**src/rtl/dmem_mmio_responder.sv**
```systemverilog
// Data-side memory responder for the pipelined MIPS core: word RAM plus an MMIO
// window holding a cycle counter, a compare timer and a TX mailbox FIFO.
module dmem_mmio_responder #(
  parameter int unsigned RAM_ADDR_W = 6,
  parameter int unsigned FIFO_DEPTH = 4,
  parameter logic [15:0] MMIO_BASE  = 16'hFFFF
) (
  input  logic        clk,
  input  logic        reset,
  input  logic        memwrite,
  input  logic [31:0] memaddr,
  input  logic [31:0] memwritedata,
  output logic [31:0] memreaddata,
  output logic        tx_valid,
  output logic [31:0] tx_data,
  input  logic        tx_ready,
  output logic        timer_irq
);

  localparam int unsigned RAM_DEPTH = 1 << RAM_ADDR_W;
  localparam int unsigned PTR_W     = $clog2(FIFO_DEPTH);
  localparam int unsigned CNT_W     = PTR_W + 1;

  localparam logic [7:0] OFF_CYCLE  = 8'h00;
  localparam logic [7:0] OFF_CMP    = 8'h04;
  localparam logic [7:0] OFF_CTRL   = 8'h08;
  localparam logic [7:0] OFF_STAT   = 8'h0C;
  localparam logic [7:0] OFF_TXDATA = 8'h10;
  localparam logic [7:0] OFF_TXSTAT = 8'h14;

  // ---------------------------------------------------------------------------
  // Address decode
  // ---------------------------------------------------------------------------
  logic                  mmio_sel;
  logic [7:0]            offset;
  logic [RAM_ADDR_W-1:0] ram_idx;
  logic                  ram_we;
  logic                  mmio_we;
  logic                  wr_cmp, wr_ctrl, wr_stat, wr_txstat;
  logic                  push_req;

  assign mmio_sel  = (memaddr[31:16] == MMIO_BASE);
  assign offset    = memaddr[7:0];
  assign ram_idx   = memaddr[RAM_ADDR_W+1:2];
  assign ram_we    = memwrite & ~mmio_sel;
  assign mmio_we   = memwrite & mmio_sel;
  assign wr_cmp    = mmio_we & (offset == OFF_CMP);
  assign wr_ctrl   = mmio_we & (offset == OFF_CTRL);
  assign wr_stat   = mmio_we & (offset == OFF_STAT);
  assign wr_txstat = mmio_we & (offset == OFF_TXSTAT);
  assign push_req  = mmio_we & (offset == OFF_TXDATA);

  logic unused_addr_bits;
  assign unused_addr_bits = ^{memaddr[15:8], memaddr[1:0]};

  // ---------------------------------------------------------------------------
  // Data RAM
  // ---------------------------------------------------------------------------
  logic [31:0] ram_q [RAM_DEPTH];
  logic [31:0] ram_rdata;

  // NOTE: storage arrays carry no reset; resetting them would force a flop
  // array instead of RAM and the contents are undefined by contract anyway.
  always_ff @(posedge clk) begin
    if (ram_we) ram_q[ram_idx] <= memwritedata;
  end

  // Reading the pre-edge array gives old data on a same-cycle read/write.
  assign ram_rdata = ram_q[ram_idx];

  // ---------------------------------------------------------------------------
  // Cycle counter and compare timer
  // ---------------------------------------------------------------------------
  logic [31:0] cycle_q, cycle_d;
  logic [31:0] cmp_q, cmp_d;
  logic        en_q, en_d;
  logic        flag_q, flag_d;

  assign cycle_d = cycle_q + 32'd1;

  // NOTE: every variable gets its hold value first so no path leaves it
  // unassigned, which would otherwise infer a latch.
  always_comb begin
    cmp_d  = cmp_q;
    en_d   = en_q;
    flag_d = flag_q;
    if (wr_cmp)                    cmp_d  = memwritedata;
    if (wr_ctrl)                   en_d   = memwritedata[0];
    if (wr_stat && memwritedata[0]) flag_d = 1'b0;
    // A match in the same cycle as a clear-write keeps the flag set.
    if (en_q && (cycle_q == cmp_q)) flag_d = 1'b1;
  end

  // NOTE: sequential state uses non-blocking assignments so every register
  // samples pre-edge values regardless of statement order.
  always_ff @(posedge clk) begin
    if (reset) begin
      cycle_q <= '0;
      cmp_q   <= '0;
      en_q    <= 1'b0;
      flag_q  <= 1'b0;
    end else begin
      cycle_q <= cycle_d;
      cmp_q   <= cmp_d;
      en_q    <= en_d;
      flag_q  <= flag_d;
    end
  end

  assign timer_irq = flag_q;

  // ---------------------------------------------------------------------------
  // TX mailbox FIFO
  // ---------------------------------------------------------------------------
  logic [31:0]      fifo_q [FIFO_DEPTH];
  logic [PTR_W-1:0] wptr_q, wptr_d;
  logic [PTR_W-1:0] rptr_q, rptr_d;
  logic [CNT_W-1:0] count_q, count_d;
  logic             ovf_q, ovf_d;
  logic             full, empty, pop, push;

  assign full  = (count_q == CNT_W'(FIFO_DEPTH));
  assign empty = (count_q == '0);
  assign pop   = tx_valid & tx_ready;
  // A pop in the same cycle frees the slot a push into a full FIFO needs.
  assign push  = push_req & (~full | pop);

  always_comb begin
    wptr_d  = wptr_q + PTR_W'(push);
    rptr_d  = rptr_q + PTR_W'(pop);
    count_d = count_q;
    case ({push, pop})
      2'b10:   count_d = count_q + CNT_W'(1);
      2'b01:   count_d = count_q - CNT_W'(1);
      default: count_d = count_q;
    endcase
    ovf_d = ovf_q;
    if (wr_txstat && memwritedata[8]) ovf_d = 1'b0;
    if (push_req && full && !pop)     ovf_d = 1'b1;
  end

  always_ff @(posedge clk) begin
    if (push && !reset) fifo_q[wptr_q] <= memwritedata;
  end

  always_ff @(posedge clk) begin
    if (reset) begin
      wptr_q  <= '0;
      rptr_q  <= '0;
      count_q <= '0;
      ovf_q   <= 1'b0;
    end else begin
      wptr_q  <= wptr_d;
      rptr_q  <= rptr_d;
      count_q <= count_d;
      ovf_q   <= ovf_d;
    end
  end

  assign tx_valid = ~empty;
  assign tx_data  = tx_valid ? fifo_q[rptr_q] : '0;

  // ---------------------------------------------------------------------------
  // Read mux
  // ---------------------------------------------------------------------------
  logic [31:0] mmio_rdata;

  always_comb begin
    mmio_rdata = '0;
    case (offset)
      OFF_CYCLE:  mmio_rdata = cycle_q;
      OFF_CMP:    mmio_rdata = cmp_q;
      OFF_CTRL:   mmio_rdata = {31'b0, en_q};
      OFF_STAT:   mmio_rdata = {31'b0, flag_q};
      OFF_TXSTAT: mmio_rdata = {23'b0, ovf_q, 6'(count_q), empty, full};
      default:    mmio_rdata = '0;
    endcase
  end

  assign memreaddata = mmio_sel ? mmio_rdata : ram_rdata;

endmodule

```
**config.mk**
```make
export PLATFORM = sky130hd
export DESIGN_NAME = dmem_mmio_responder
export DESIGN_NICKNAME = d
export VERILOG_FILES = /design/src/rtl/dmem_mmio_responder.sv
export SDC_FILE = /design/constraint.sdc
export NUM_CORES = 2
export LEC_CHECK = 0
export BUFFER_PORTS_ARGS = -buffer_cell sky130_fd_sc_hd__buf_2
export CORE_MARGIN = 10
export CORE_UTILIZATION = 30
export CTS_CLUSTER_SIZE = 8
export DETAILED_ROUTE_END_ITERATION = 8
export PLACE_DENSITY = 0.46
export REMOVE_ABC_BUFFERS = 1
export SYNTH_ARGS = -nofsm -noshare
export SYNTH_HDL_FRONTEND = slang
export SYNTH_SLANG_ARGS = --single-unit
```
**constraint.sdc**
```tcl
create_clock -name clk -period 4.3 [get_ports clk]
set_clock_uncertainty 0.05 [all_clocks]
set_input_delay 0.43 -clock clk [delete_from_list [all_inputs] [get_ports clk]]
set_output_delay 0.43 -clock clk [all_outputs]
set_load 0.05 [all_outputs]
```
# ---- Yosys cells after proc, flatten, opt, wreduce, memory -nomap -nowiden
# Memory sizes are Yosys's and may differ from the RTL's. A register that Yosys moved wholly into a read port is not among the register bits.
# Index checks and enable logic that the tools add are counted.
dict set report op_classes {
  n_eq_ne 10
  mux 13
  n_reduce_logical 13
  addsub 5
  n_bitwise 13
}
# operator count
set ops {}
lappend ops {{32-bit case mux with 5 select lines} 1}
lappend ops {{32-bit 2-to-1 mux} 2}
lappend ops {{32-bit by 1-bit adder with 32-bit output (second input constant)} 1}
lappend ops {{32-bit == test} 1}
lappend ops {{16-bit == test (second input constant)} 1}
lappend ops {{8-bit by 4-bit == test with 1-bit output (second input constant)} 2}
lappend ops {{8-bit by 5-bit == test with 1-bit output (second input constant)} 2}
lappend ops {{1-bit bitwise AND} 9}
lappend ops {{8-bit by 3-bit == test with 1-bit output (second input constant)} 1}
lappend ops {{8-bit zero test} 1}
lappend ops {{1-bit 2-to-1 mux} 8}
lappend ops {{1-bit logical AND} 6}
lappend ops {{3-bit case mux with 2 select lines} 1}
lappend ops {{2-bit nonzero test} 3}
lappend ops {{2-bit by 1-bit adder with 2-bit output} 2}
lappend ops {{3-bit by 1-bit adder with 3-bit output (second input constant)} 1}
lappend ops {{3-bit == test (second input constant)} 1}
lappend ops {{3-bit zero test} 1}
lappend ops {{1-bit inverter} 3}
lappend ops {{3-bit by 1-bit subtractor with 3-bit output (second input constant)} 1}
lappend ops {{2-bit by 1-bit == test with 1-bit output (second input constant)} 1}
lappend ops {{2-bit == test (second input constant)} 1}
lappend ops {{1-bit zero test} 2}
lappend ops {{2-bit 2-to-1 mux} 1}
lappend ops {{1-bit bitwise OR} 1}
dict set report word_totals {
  memories 2
  register_bits 74
  elab_cells 64
  ram_bits 2176
  out_inout_bits 66
}
# memory words width rd rd_clocked_by_memory_dff wr line
set mem_list {}
lappend mem_list {ram_q 64 32 1 0 1 59} ;# logic [31:0] ram_q [RAM_DEPTH];
lappend mem_list {fifo_q 4 32 1 1 1 115} ;# logic [31:0] fifo_q [FIFO_DEPTH];

# ---- Logic depth before layout (Yosys ltp)
dict set report logic_depth {
  depth_word 8
  mapped_depth 13
  depth_no_buf 8
}

# ---- Worst setup path after synthesis
# OpenSTA, ideal clock, no wires.
dict set report synth_timing {
  kind {in2reg}
  start {in memaddr[6]}
  end {mem fifo_q[0][0] (enable)}
  setup_slack_ps -365
  n_path_buf 1
  t_arrival_ps 4147
  setup_time_ps 468
  stages 6
  required_time_ps 3782
  cell_sequence {buf_2 or4_4 nor4_2 nand2_1 nor3_1 nor3b_1}
}
dict set report synth_via {
  elab_chain_len 6
}
# item line
set synth_rtl {}
lappend synth_rtl {{start: declaration} 11} ;# input logic [31:0] memaddr,
lappend synth_rtl {{8-bit by 5-bit == test with 1-bit output} 51} ;# assign push_req = mmio_we & (offset == OFF_TXDATA);
lappend synth_rtl {{1-bit bitwise AND} 51}
lappend synth_rtl {{1-bit bitwise AND} 126} ;# assign push = push_req & (~full | pop);
lappend synth_rtl {{1-bit logical AND} 143} ;# if (push && !reset) fifo_q[wptr_q] <= memwritedata;
lappend synth_rtl {{1-bit 2-to-1 mux} 143}
lappend synth_rtl {{1-bit 2-to-1 mux (not written as such)} 143}
lappend synth_rtl {{end: declaration} 115}
# Every way passes these cells.

# ---- Worst setup path after layout
dict set report layout_timing {
  start {in memaddr[2]}
  end {out memreaddata[26]}
}
dict set report layout_via {
  elab_chain_len 3
  elab_cells_between_ends 8
}
# item line
set layout_rtl {}
lappend layout_rtl {{parallel branches: the longest is 2 deep, another holds memory 64 x 32 bit} -}
lappend layout_rtl {{32-bit 2-to-1 mux *} 180} ;# assign memreaddata = mmio_sel ? mmio_rdata : ram_rdata;
lappend layout_rtl {{end: declaration} 13} ;# output logic [31:0] memreaddata,
# Mark *: on every way between the ends.

==> flow_summary.toml <==
[status]
status = "completed"

[synthesis]
synthArstFlopShare_pct = 0
synth_area_leader_cell = "edfxtp_1"
yosysWarnings = 0
synth_commonest_cells = "edfxtp_1 (2176), mux4_2 (491), nand2_1 (161)"
ys_types = 70
yosysMostFrequentCell = "edfxtp_1"
synth-edff-count = 2176
seq_area_frac_synth_pct = 76.3
yosys-top-cells-area = "edfxtp_1 (75%), mux4_2 (13%), dfxtp_1 (1.7%)"
syn_inst = 4220
synth-seq-cells = 2250
ys.flop_type = "edfxtp_1"
synth_area_per_cell_um2 = 20.8
synth_area_mm2 = 0.0876
synth_top_area_share_pct = 74.6

[floorplan]
core_mm2 = 0.291
die_area_mm2 = 0.314
start_util_pct = 30.1
num_rows = 198
ios = 134
dieWidth_um = 560
die_height_um = 560

[min_path]
min_to = "cmp_q[9]"
whs_path_depth = 3
hp-class = "primary input to flip-flop"
hold_path.startpoint = "memwritedata[9]"

[detailed_routing]
drc = 0
num_vias = 46300
via_per_inst = 5.28
drtIter0Drc = 5946
wirelength_mm = 293
ant_nets = 0
wl_per_cell_um = 33.4
firstDrtPassIters = 6

[finish]
finalNetCount = 4903
layout-drive-gt1-share_pct = 30.7
multi_input_area_mm2 = 0.0199
seqCellArea_mm2 = 0.0668
area_growth_pct = 20.0
n_fill_cell = 27000

[cts]
path_clk_slew_ps = 50
cts_buffers = 332
cts_tree = "done"
insertion_delay_ps = 950
cts_root_buf = "clkbuf_16"
clkSinkCount = 2250
clockBufferDepth = 4
htree_levels = 5
postCtsSetupBuffers = 0

[timing]
period_share_pct = 99.7
worst_pin_slew_ps = 1200
max_freq_mhz = 233
whs_ps = 74.1
finalHoldViolations = 0
fin_crit_ps = 4290
rsz0062_at_grt = "false"
worst_slack_ps = 13.3
setup-violations-final = 0
drv_slew = 0
slew-limit-headroom_pct = 19.0

[critical_path]
worstPathRequired_ps = 3820
r2r_cells = 9
cp_max_fo = 25
endpoint_kind = "primary output"
r2r-end = "count_q[2]"
r2r_start = "count_q[2]"
startpoint_type = "primary input"
cp.arrival_ps = 3810
critPathKind = "primary input to primary output"
regToRegSetupSlack_ps = 1340

[place]
portBuffers = 125
dp_hpwl_mm = 180
post-place-ws_ps = -94.4
place_congestion = 0.821

[power_and_ir_drop]
total_power_mw = 50.0
irDropWorstVdd_v = 0.000331
power_density_mw_per_mm2 = 475
p_leak_nw = 33.3

[global_route]
grt_overflow_total = 0
grt_pass1_vias = 46700
antenna_found_initial = 33
grt_pass1_wl_mm = 401
grt_max_degree = 75
grt.total_usage_pct = 18.1

[run]
cap_violations = 0
worst max path at each step:
stage	startpoint	to	slack, ps	cells after the start
floorplan	memaddr[17]	fifo_q[0][0]	-960	5
global placement	memaddr[2]	memreaddata[13]	-110	9
global route	memaddr[3]	memreaddata[27]	10	11
CTS	ram_q[20][13]	memreaddata[13]	-40	8
detailed placement	memaddr[2]	memreaddata[13]	-90	9
finish	memaddr[2]	memreaddata[26]	10	11
layout by cell type, fill, tap and decap left out, types with 6 or more instances in the layout:
cell type	count
xor2_1	21
nand2_1	161
mux2i_1	139
buf_2	93
diode_2	14
nor2_1	87
buf_4	325
buf_12	82
edfxtp_1	2176
a211oi_1	14
nand3_1	49
a22o_1	8
dlygate4sd3_1	15
o21ai_0	34
xnor2_1	43
and3_1	15
o211ai_1	18
nor2_4	67
clkbuf_16	336
a22oi_1	73
a31oi_1	21
nand2b_1	11
mux2_2	43
and2_1	44
a311oi_1	6
nor2b_1	8
a221oi_1	20
dfxtp_1	72
a21oi_1	114
nand3b_1	7
mux4_2	491
nor4_1	11
mux4_1	16
o22ai_1	37
nand4_1	32
clkbuf_1	24
nor3_1	44
inv_6	6
metal layers:
| metal | track usage (%) | wire, µm | vias up |
|---|---|---|---|
| li1 | - | - | 18700 |
| met1 | 25.4 | 128000 | 25400 |
| met2 | 28.9 | 137000 | 1888 |
| met3 | 3.33 | 19500 | 393 |
| met4 | 5.02 | 8180 | 8 |
| met5 | 0 | 68 | - |
worst max-delay path, cell delays in order:
cell,delay [ps]
buf_8,230
buf_12,300
buf_12,240
buf_4,270
mux4_2,260
mux2i_1,100
o21ai_0,960
nor3_2,230
buf_4,220
a21oi_1,190
buf_2,310
state kept, by name, summed over array words and instances (netlist names):
register,flops
ram_q,2048
cmp_q,32
en_q,1
ovf_q,1
rptr_q,2
cycle_q,32
fifo_q,128
wptr_q,2
count_q,3
timer_irq,1
cell families after synthesis:
group                    Yosys count  share of synthesized area, %
AND/OR/NAND/NOR                  582                          3.25
multiplexers                     689                          15.2
adder cells (fa/ha/maj)            4                        0.0657
XOR/XNOR                          64                         0.640
buffers and inverters            249                          1.65
AO/OA/AOI/OAI                    382                          2.85
flip-flops                      2250                          76.3
what timing repair did:
action | CTS | global route
resized for setup | 8 | 6
endpoints found under the hold margin | 237 | 0
endpoints found under the setup margin | 5 | 1
hold buffers | 15 | 0
pin swaps | 1 | 3
power by group:
part	switching [mW]	internal (mW)	leakage, nW	total [mW]
clock	8.85	13.8	4.24	22.6
combinational	2.06	1.02	8.92	3.08
sequential	0.0348	24.2	20.2	24.3
stage by stage:
step	instances	area [µm²]	utilization (%)	setup TNS, ps
2_1_floorplan	3978	86200	-	-30640
3_3_place_gp	8382	96200	33.1	-224
3_5_place_dp	8382	96200	33.1	-206
4_1_cts	8769	105000	36.1	-40.3
5_1_grt	8771	105000	36.1	0
6_report	8783	105000	36.1	0
final cells by class:
type / instances / share of cell area (%)
multi-input cells: 1721 / 19.0
inverters: 7 / 0.0274
repair buffers: 519 / 4.52
well taps: 3900 / 4.64
clock inverters: 11 / 0.133
flip-flops and latches: 2250 / 63.6
diodes: 14 / 0.0333
clock buffers: 361 / 8.10
Note: power is estimated with default switching activity, not from simulation.
